==> src/rtl/mux_arbiter8_if.sv <==
// ============================================================================
//  Module   : mux_arbiter8_if
//  Purpose  : Request/grant bundle between eight requesters and mux_arbiter8.
//  Revision : 1.0  initial release
// ============================================================================
`default_nettype none

interface mux_arbiter8_if;
    logic [7:0] req;
    logic [7:0] gnt;
    logic [2:0] sel;
    logic       busy;
    logic       new_grant;

    modport master (
        output req,
        input  gnt,
        input  sel,
        input  busy,
        input  new_grant
    );

    modport slave (
        input  req,
        output gnt,
        output sel,
        output busy,
        output new_grant
    );
endinterface

`default_nettype wire

==> src/rtl/mux_arbiter8.sv <==
// ============================================================================
//  Module   : mux_arbiter8
//  Purpose  : Registered round-robin arbiter with per-tenure hold limit that
//             drives the select of a shared 8:1 bit-select mux.
//  Revision : 1.0  initial release
// ============================================================================
`default_nettype none

module mux_arbiter8 #(
    parameter int MAX_HOLD = 4
) (
    input  wire                 clk,
    input  wire                 rst_n,
    mux_arbiter8_if.slave       bus
);

    localparam int HW = $clog2(MAX_HOLD) + 1;
    localparam logic [HW-1:0] c_MAX_HOLD = HW'(MAX_HOLD);

    typedef enum logic [0:0] {
        S_IDLE  = 1'b0,
        S_GRANT = 1'b1
    } state_t;

    state_t          r_state;
    state_t          w_state_nxt;
    logic [2:0]      r_owner;
    logic [2:0]      w_owner_nxt;
    logic [HW-1:0]   r_hold_cnt;
    logic [HW-1:0]   w_hold_nxt;
    logic [2:0]      r_ptr;
    logic [2:0]      w_ptr_nxt;
    logic [7:0]      r_gnt;
    logic [7:0]      w_gnt_nxt;
    logic            r_busy;
    logic            r_new_grant;
    logic            w_new_nxt;
    logic            w_take;
    logic [7:0]      w_cand;
    logic [7:0]      w_masked;
    logic [2:0]      w_win;

    // First set bit of cand scanning p, p+1, ... p+7 (mod 8); the downward
    // loop lets the lowest rotational offset overwrite the others.
    function automatic logic [2:0] f_winner(input logic [7:0] cand, input logic [2:0] p);
        logic [2:0] idx;
        logic [2:0] win;
        win = p;
        for (int i = 7; i >= 0; i--) begin
            idx = p + 3'(i);
            if (cand[idx]) win = idx;
        end
        return win;
    endfunction

    assign w_masked = bus.req & ~(8'b1 << r_owner);

    always_comb begin
        w_state_nxt = r_state;
        w_owner_nxt = r_owner;
        w_hold_nxt  = r_hold_cnt;
        w_ptr_nxt   = r_ptr;
        w_new_nxt   = 1'b0;
        w_take      = 1'b0;
        w_cand      = bus.req;
        case (r_state)
            S_IDLE: begin
                w_take = |bus.req;
            end
            S_GRANT: begin
                if (!bus.req[r_owner]) begin
                    if (|bus.req) w_take = 1'b1;
                    else          w_state_nxt = S_IDLE;
                end else if (r_hold_cnt == c_MAX_HOLD) begin
                    // With nobody else waiting, the unmasked req holds only the owner.
                    w_take = 1'b1;
                    if (|w_masked) w_cand = w_masked;
                end else begin
                    w_hold_nxt = r_hold_cnt + HW'(1);
                end
            end
            default: w_state_nxt = S_IDLE;
        endcase

        w_win = f_winner(w_cand, r_ptr);
        if (w_take) begin
            w_state_nxt = S_GRANT;
            w_owner_nxt = w_win;
            w_hold_nxt  = HW'(1);
            w_ptr_nxt   = w_win + 3'd1;
            w_new_nxt   = 1'b1;
        end

        w_gnt_nxt = (w_state_nxt == S_GRANT) ? (8'b1 << w_owner_nxt) : 8'b0;
    end

    always_ff @(posedge clk or negedge rst_n) begin
        if (!rst_n) begin
            r_state     <= S_IDLE;
            r_owner     <= 3'd0;
            r_hold_cnt  <= '0;
            r_ptr       <= 3'd0;
            r_gnt       <= 8'b0;
            r_busy      <= 1'b0;
            r_new_grant <= 1'b0;
        end else begin
            r_state     <= w_state_nxt;
            r_owner     <= w_owner_nxt;
            r_hold_cnt  <= w_hold_nxt;
            r_ptr       <= w_ptr_nxt;
            r_gnt       <= w_gnt_nxt;
            r_busy      <= (w_state_nxt == S_GRANT);
            r_new_grant <= w_new_nxt;
        end
    end

    // owner only changes on a new grant, so it doubles as the held select.
    assign bus.gnt       = r_gnt;
    assign bus.sel       = r_owner;
    assign bus.busy      = r_busy;
    assign bus.new_grant = r_new_grant;

endmodule

`default_nettype wire

==> src/flat_wrapper.sv <==
// flat-port wrapper written by rule: the top's interface ports become plain ports
module mux_arbiter8_flat 
#(
    parameter int MAX_HOLD = 4
)
  (clk, rst_n, bus_req, bus_gnt, bus_sel, bus_busy, bus_new_grant);
  mux_arbiter8_if bus_i ();
  input  wire clk;
  input  wire rst_n;
  input wire logic [$bits(bus_i.req)-1:0] bus_req;
  output wire logic [$bits(bus_i.gnt)-1:0] bus_gnt;
  output wire logic [$bits(bus_i.sel)-1:0] bus_sel;
  output wire logic [$bits(bus_i.busy)-1:0] bus_busy;
  output wire logic [$bits(bus_i.new_grant)-1:0] bus_new_grant;
  assign bus_i.req = bus_req;
  assign bus_gnt = bus_i.gnt;
  assign bus_sel = bus_i.sel;
  assign bus_busy = bus_i.busy;
  assign bus_new_grant = bus_i.new_grant;
  mux_arbiter8 #(.MAX_HOLD(MAX_HOLD)) u_core (.clk(clk), .rst_n(rst_n), .bus(bus_i));
endmodule
==> config.mk <==
export PLATFORM = sky130hd
export DESIGN_NAME = mux_arbiter8_flat
export DESIGN_NICKNAME = d
export VERILOG_FILES = /design/src/rtl/mux_arbiter8_if.sv /design/src/rtl/mux_arbiter8.sv /design/src/flat_wrapper.sv
export SDC_FILE = /design/constraint.sdc
export NUM_CORES = 1
export LEC_CHECK = 0
export CORE_UTILIZATION = 50
export DETAILED_ROUTE_END_ITERATION = 12
export PLACE_DENSITY = 0.71
export SETUP_SLACK_MARGIN = 0.5
export SYNTH_ARGS = -nofsm -noshare
export SYNTH_HDL_FRONTEND = slang
export SYNTH_SLANG_ARGS = --single-unit
==> constraint.sdc <==
create_clock -name clk -period 10.5 [get_ports clk]
set_clock_uncertainty 0.15 [all_clocks]
set_input_delay 1.05 -clock clk [delete_from_list [all_inputs] [get_ports clk]]
set_output_delay 1.05 -clock clk [all_outputs]
set_load 0.005 [all_outputs]
After elaboration in Yosys (flattened, before gate mapping)
Cells that the tools add are included.
{ "word_totals": {"reg_bits": 19, "latch_bits": 0, "ram_bits": 0, "romBits": 0, "word_cells": 80, "mem_count": 0} }
{ "op_classes": {"add_sub_neg": 9, "mul": 0, "div": 0, "magnitude_cmp": 9, "n_eq_ne": 2, "shifts": 2, "muxes": 44, "n_bitwise": 3, "n_reduce_logical": 5} }
{ "ops": {"columns": ["cell", "n"], "rows": [
  ["8-bit 2-to-1 mux", 5],
  ["3-bit 2-to-1 mux", 13],
  ["3-bit by 4-bit less-than comparator with 1-bit output, second input constant", 9],
  ["1-bit binary-select mux with 3-bit select", 9],
  ["1-bit 2-to-1 mux", 16],
  ["8-bit OR reduction", 2],
  ["1-bit by 3-bit << shifter with 8-bit output, first input constant", 2],
  ["3-bit adder, second input constant", 4],
  ["3-bit by 1-bit adder with 3-bit output, second input constant", 3],
  ["8-bit AND", 1],
  ["8-bit inverter", 1],
  ["3-bit by 2-bit adder with 3-bit output, second input constant", 2],
  ["2-bit nonzero test", 2],
  ["3-bit equality test, second input constant", 1],
  ["3-bit AND reduction", 1],
  ["2-bit by 1-bit != test with 1-bit output, second input constant", 1],
  ["1-bit one-hot mux with 2 select lines", 1],
  ["1-bit inverter", 1]
]} }

Logic depth before layout (Yosys ltp)
{ "depth": {"word_depth": 21, "ltp_mapped": 14} }

Least setup slack after synthesis
No wires, ideal clock.
{ "synth_path": {"path_kind": "in2reg", "from": "input bus_req[5]", "to": "register u_core.r_ptr[2]", "arrival_ps": 4599, "t_required_ps": 10268, "slack_ps": 5669, "cell_stages": 11, "n_path_buf": 0, "path_cell_list": "mux2i_1 -> mux4_2 -> or4_4 -> o21ai_1 -> nor2_1 -> or3_4 -> or4_4 -> o41ai_2 -> nor2_2 -> or4_1 -> a31oi_1"} }
{ "synth_between": {"elab_chain_len": 17, "elab_cells_between_ends": 37, "classes_between": "1 x add/sub; 33 x mux; 1 x bitwise; 2 x reduce/logical"} }
{ "synth_lines": {"columns": ["item", "line", "text"], "rows": [
  ["from (decl)", "flat_wrapper.sv:10", "input wire logic [$bits(bus_i.req)-1:0] bus_req;"],
  ["8-bit AND", "mux_arbiter8.sv:56", "assign w_masked = bus.req & ~(8'b1 << r_owner);"],
  ["8-bit OR reduction", "mux_arbiter8.sv:77", "if (|w_masked) w_cand = w_masked;"],
  ["8-bit 2-to-1 mux", "mux_arbiter8.sv:77", null],
  ["8-bit 2-to-1 mux", "mux_arbiter8.sv:74", "end else if (r_hold_cnt == c_MAX_HOLD) begin"],
  ["8-bit 2-to-1 mux", "mux_arbiter8.sv:71", "if (!bus.req[r_owner]) begin"],
  ["8-bit 2-to-1 mux", "mux_arbiter8.sv:66", "case (r_state)"],
  ["1-bit binary-select mux with 3-bit select", "mux_arbiter8.sv:51", "if (cand[idx]) win = idx;"],
  ["1-bit 2-to-1 mux (implied by the code)", "mux_arbiter8.sv:51", null],
  ["3-bit 2-to-1 mux (8 in a row)", "mux_arbiter8.sv:51", null],
  ["3-bit by 1-bit adder with 3-bit output", "mux_arbiter8.sv:90", "w_ptr_nxt = w_win + 3'd1;"],
  ["to (signal assigned)", "mux_arbiter8.sv:110", "r_ptr <= w_ptr_nxt;"],
  ["to (decl)", "mux_arbiter8.sv:31", "logic [2:0] r_ptr;"]
]} }
Parallel ways exist; a longest one is shown, timed or not. The select of a mux whose other input is x is not followed.
A chain may end at the register's enable or synchronous reset.

Final worst setup path
Same ends and word-level chain as after synthesis.

==> impl_results.md <==
- Setup Total Neg Slack: 0 ps
- Crit end category: flop
- Post-CTS resize count: 0
- R2r setup slk: 5330 ps
- Status: finished, final reports clean
- Core Footprint: 0.004000 sq mm
- Routability cong.: 0.9239
- Worst path bufs/invs: 1
- Top_reg_cell synth: dfrtp_1
- Tmin final: 5702 ps
- P&R area growth vs syn: 14.39%
- FFs w/ async S/R, synth: 1.000
- Commonest non-fill, non-tap cell in the layout: nor2_1
- WL final: 5.840 mm
- Clock buffer depth: 2
- Num rows: 23
- RSZ-0062 raised after global routing: false
- Area of the multi-input gates: 0.001521 sq mm
- CTS tree: done
- CP dominant cell by count: a31oi_1
- First-pass DRT Iterations: 5
- HP Start: u_core.r_hold_cnt[2]$_DFFE_PN0P_
- # diodes: 0
- Vias/cell: 6.631
- Clock sinks: 19
- Syn Inst Count: 261
- Die ar.: 0.004454 sq mm
- Fraction of layout instances using a drive strength above 1: 0.1007
- Avg WL per Cell: 17.80 um
- Hold WC Path Type: reg -> reg
- DRT antenna net count: 0
- Cts bufs inserted: 3
- Inst Count DP: 324
- Worst endpoint required time: 10,530 ps
- Cell Area, Synth: 0.002096 sq mm
- Synthesized net count: 275
- Worst Hold End: u_core.r_hold_cnt[2]$_DFFE_PN0P_
- Synthesized area per cell: 8.030 sq um
- I/O Buffers: 22
- Vias: 2,175
- Yosys cell types: 54
- DR iter-0 viols: 193
- Setup bufs post-CTS: 0
- Final Max Tran Viols: 0
- Vias in the first global route: 2,007
- Max_slew headroom: 0.2243
- Reg2reg path depth: 12
- Clk slew on worst S/H paths: 70 ps
- Hold-fix buffer count after cts: 0
- Register area: 475.5 sq um
- Final setup vio count: 0
- Non-Filler Instances: 328
- Critical path class: in -> reg
- Slowest CP cell: nor4_2
- CP Max Fanout: 13
- Least-Margin Pin Slew: 1154 ps
- Top delay family on crit path: simple AND/OR/NAND/NOR gates
- DPL Wire Length: 4.448 mm
- Hold path depth: 2
- Initial core utilization: 0.5239
- FF+latch count, synth: 19
- Total grt overflow: 0
- # IOs: 23
- R2R Path End: u_core.r_ptr[2]$_DFFE_PN0N_
- Clk Latency, worst-skew pair: 260 ps
- Global-route wire length before repair: 9.494 mm
- Yosys warnings: 0
- Seq/Total Area, Yosys: 0.2269
- Die width: 66.74 um
- Max Cap Viol: 0
- Fillers: 383
- Nets: 293
- Final Hold Viols: 0
- Reg-to-Reg Start: u_core.bus.sel[0]$_DFF_PN0_
- CP arrival: 5740 ps
- Crit-path max cell delay: 990 ps
- Initial antenna violation count: 0
- CP startpoint kind: primary input
- H-tree depth: 1
- Period utilization: 0.5430
- Total track usage: 0.2842
- Max Clk Rate: 0.1754 GHz
- Cells along the critical path: clkdlybuf4s50_1, mux2i_1, a31oi_1, nor4_2, o21ai_2, a32o_1, nor4_1, nand4bb_1, a21oi_1, o41ai_2, nor2_2, or4_1, a31oi_1
- Setup WS pre-CTS: 4590 ps
- Largest net degree at the start of global routing: 25
- Worst setup margin: 4798 ps
- Root Driver: clkbuf_8
- # DRC: 0
- Commonest non-fill, non-tap cells in the layout: nor2_1, nand2_1, clkdlybuf4s50_1
- Die Y: 66.74 um
- Number of synthesized flops with an enable pin: 0
## synthesized netlist by cell type (5+ instances only)
library cell | n | area share
a21oi_1 | 10 | 0.024
a31oi_1 | 8 | 0.024
clkbuf_1 | 10 | 0.018
dfrtp_1 | 19 | 0.23
inv_1 | 13 | 0.023
mux2i_1 | 13 | 0.062
nand2_1 | 26 | 0.047
nand3_1 | 6 | 0.014
nor2_1 | 29 | 0.052
nor3_1 | 6 | 0.014
nor3b_1 | 5 | 0.018
o211ai_1 | 7 | 0.025
o21ai_0 | 10 | 0.024
o22ai_1 | 11 | 0.033
or4_1 | 8 | 0.029
xnor2_1 | 5 | 0.021
## state kept, by name, summed over array words and instances (netlist names)
signal	cells
u_core.r_state	1
u_core.bus.sel	3
u_core.bus.gnt	8
u_core.r_ptr	3
u_core.bus.new_grant	1
u_core.r_hold_cnt	3
## per-layer routing
metal  routed length (um)  GRT usage  part of all wire
met5                    0          0                 0
met4                   80     0.1037             0.014
met3                  268    0.02911             0.046
met2                 2890     0.4924              0.49
met1                 2601     0.3620              0.45
## final cells by class
cell class	instances	share of cell area
Clock buffer	3	0.01722
Clock inverter	1	0.002088
Inverter	15	0.02349
Multi-Input combinational cell	216	0.6347
Sequential cell	19	0.1983
Tap cell	50	0.02610
Timing Repair Buffer	24	0.09812
## worst register-to-register path, cell delays in order (launching register included)
cell       delay, ps
dfrtp_1          700
mux2i_1          290
a31oi_1          140
nor4_2           990
o21ai_2          350
a32o_1           340
nor4_1           630
nand4bb_1        220
a21oi_1           80
o41ai_2          430
nor2_2           100
or4_1            520
a31oi_1          170
## kinds of logic after synthesis
logic type      share of synthesized area
simple gates                       0.2472
flops                              0.2269
compound gates                     0.2925
mux                                0.1301
xor+xnor                          0.02925
fa+ha+maj                         0.02388
buf+inv                           0.05015
## worst max path at each step
stage	startpoint	end	slack, ps	depth (start not counted)
floorplan	bus_req[5]	u_core.r_ptr[2]$_DFFE_PN0N_	5670	11
global placement	bus_req[1]	u_core.r_ptr[2]$_DFFE_PN0N_	4660	12
detailed placement	bus_req[5]	u_core.r_ptr[2]$_DFFE_PN0N_	4590	13
CTS	bus_req[5]	u_core.r_ptr[2]$_DFFE_PN0N_	4890	13
global route	bus_req[5]	u_core.r_ptr[2]$_DFFE_PN0N_	4540	13
finish	bus_req[5]	u_core.r_ptr[2]$_DFFE_PN0N_	4800	13
## stage by stage
stage	cell area, sq um	util	hold slack, ps
after floorplan	2096	-	312.2
after global placement	2351	0.5877	342.6
after detailed placement	2351	0.5877	366.6
after CTS	2397	0.5993	383.1
after global routing	2397	0.5993	421.3
final	2397	0.5993	375.5
Power is left out: the tool's default activity adds up to more than one toggle a clock period on the data nets, which glitch-free logic cannot reach.
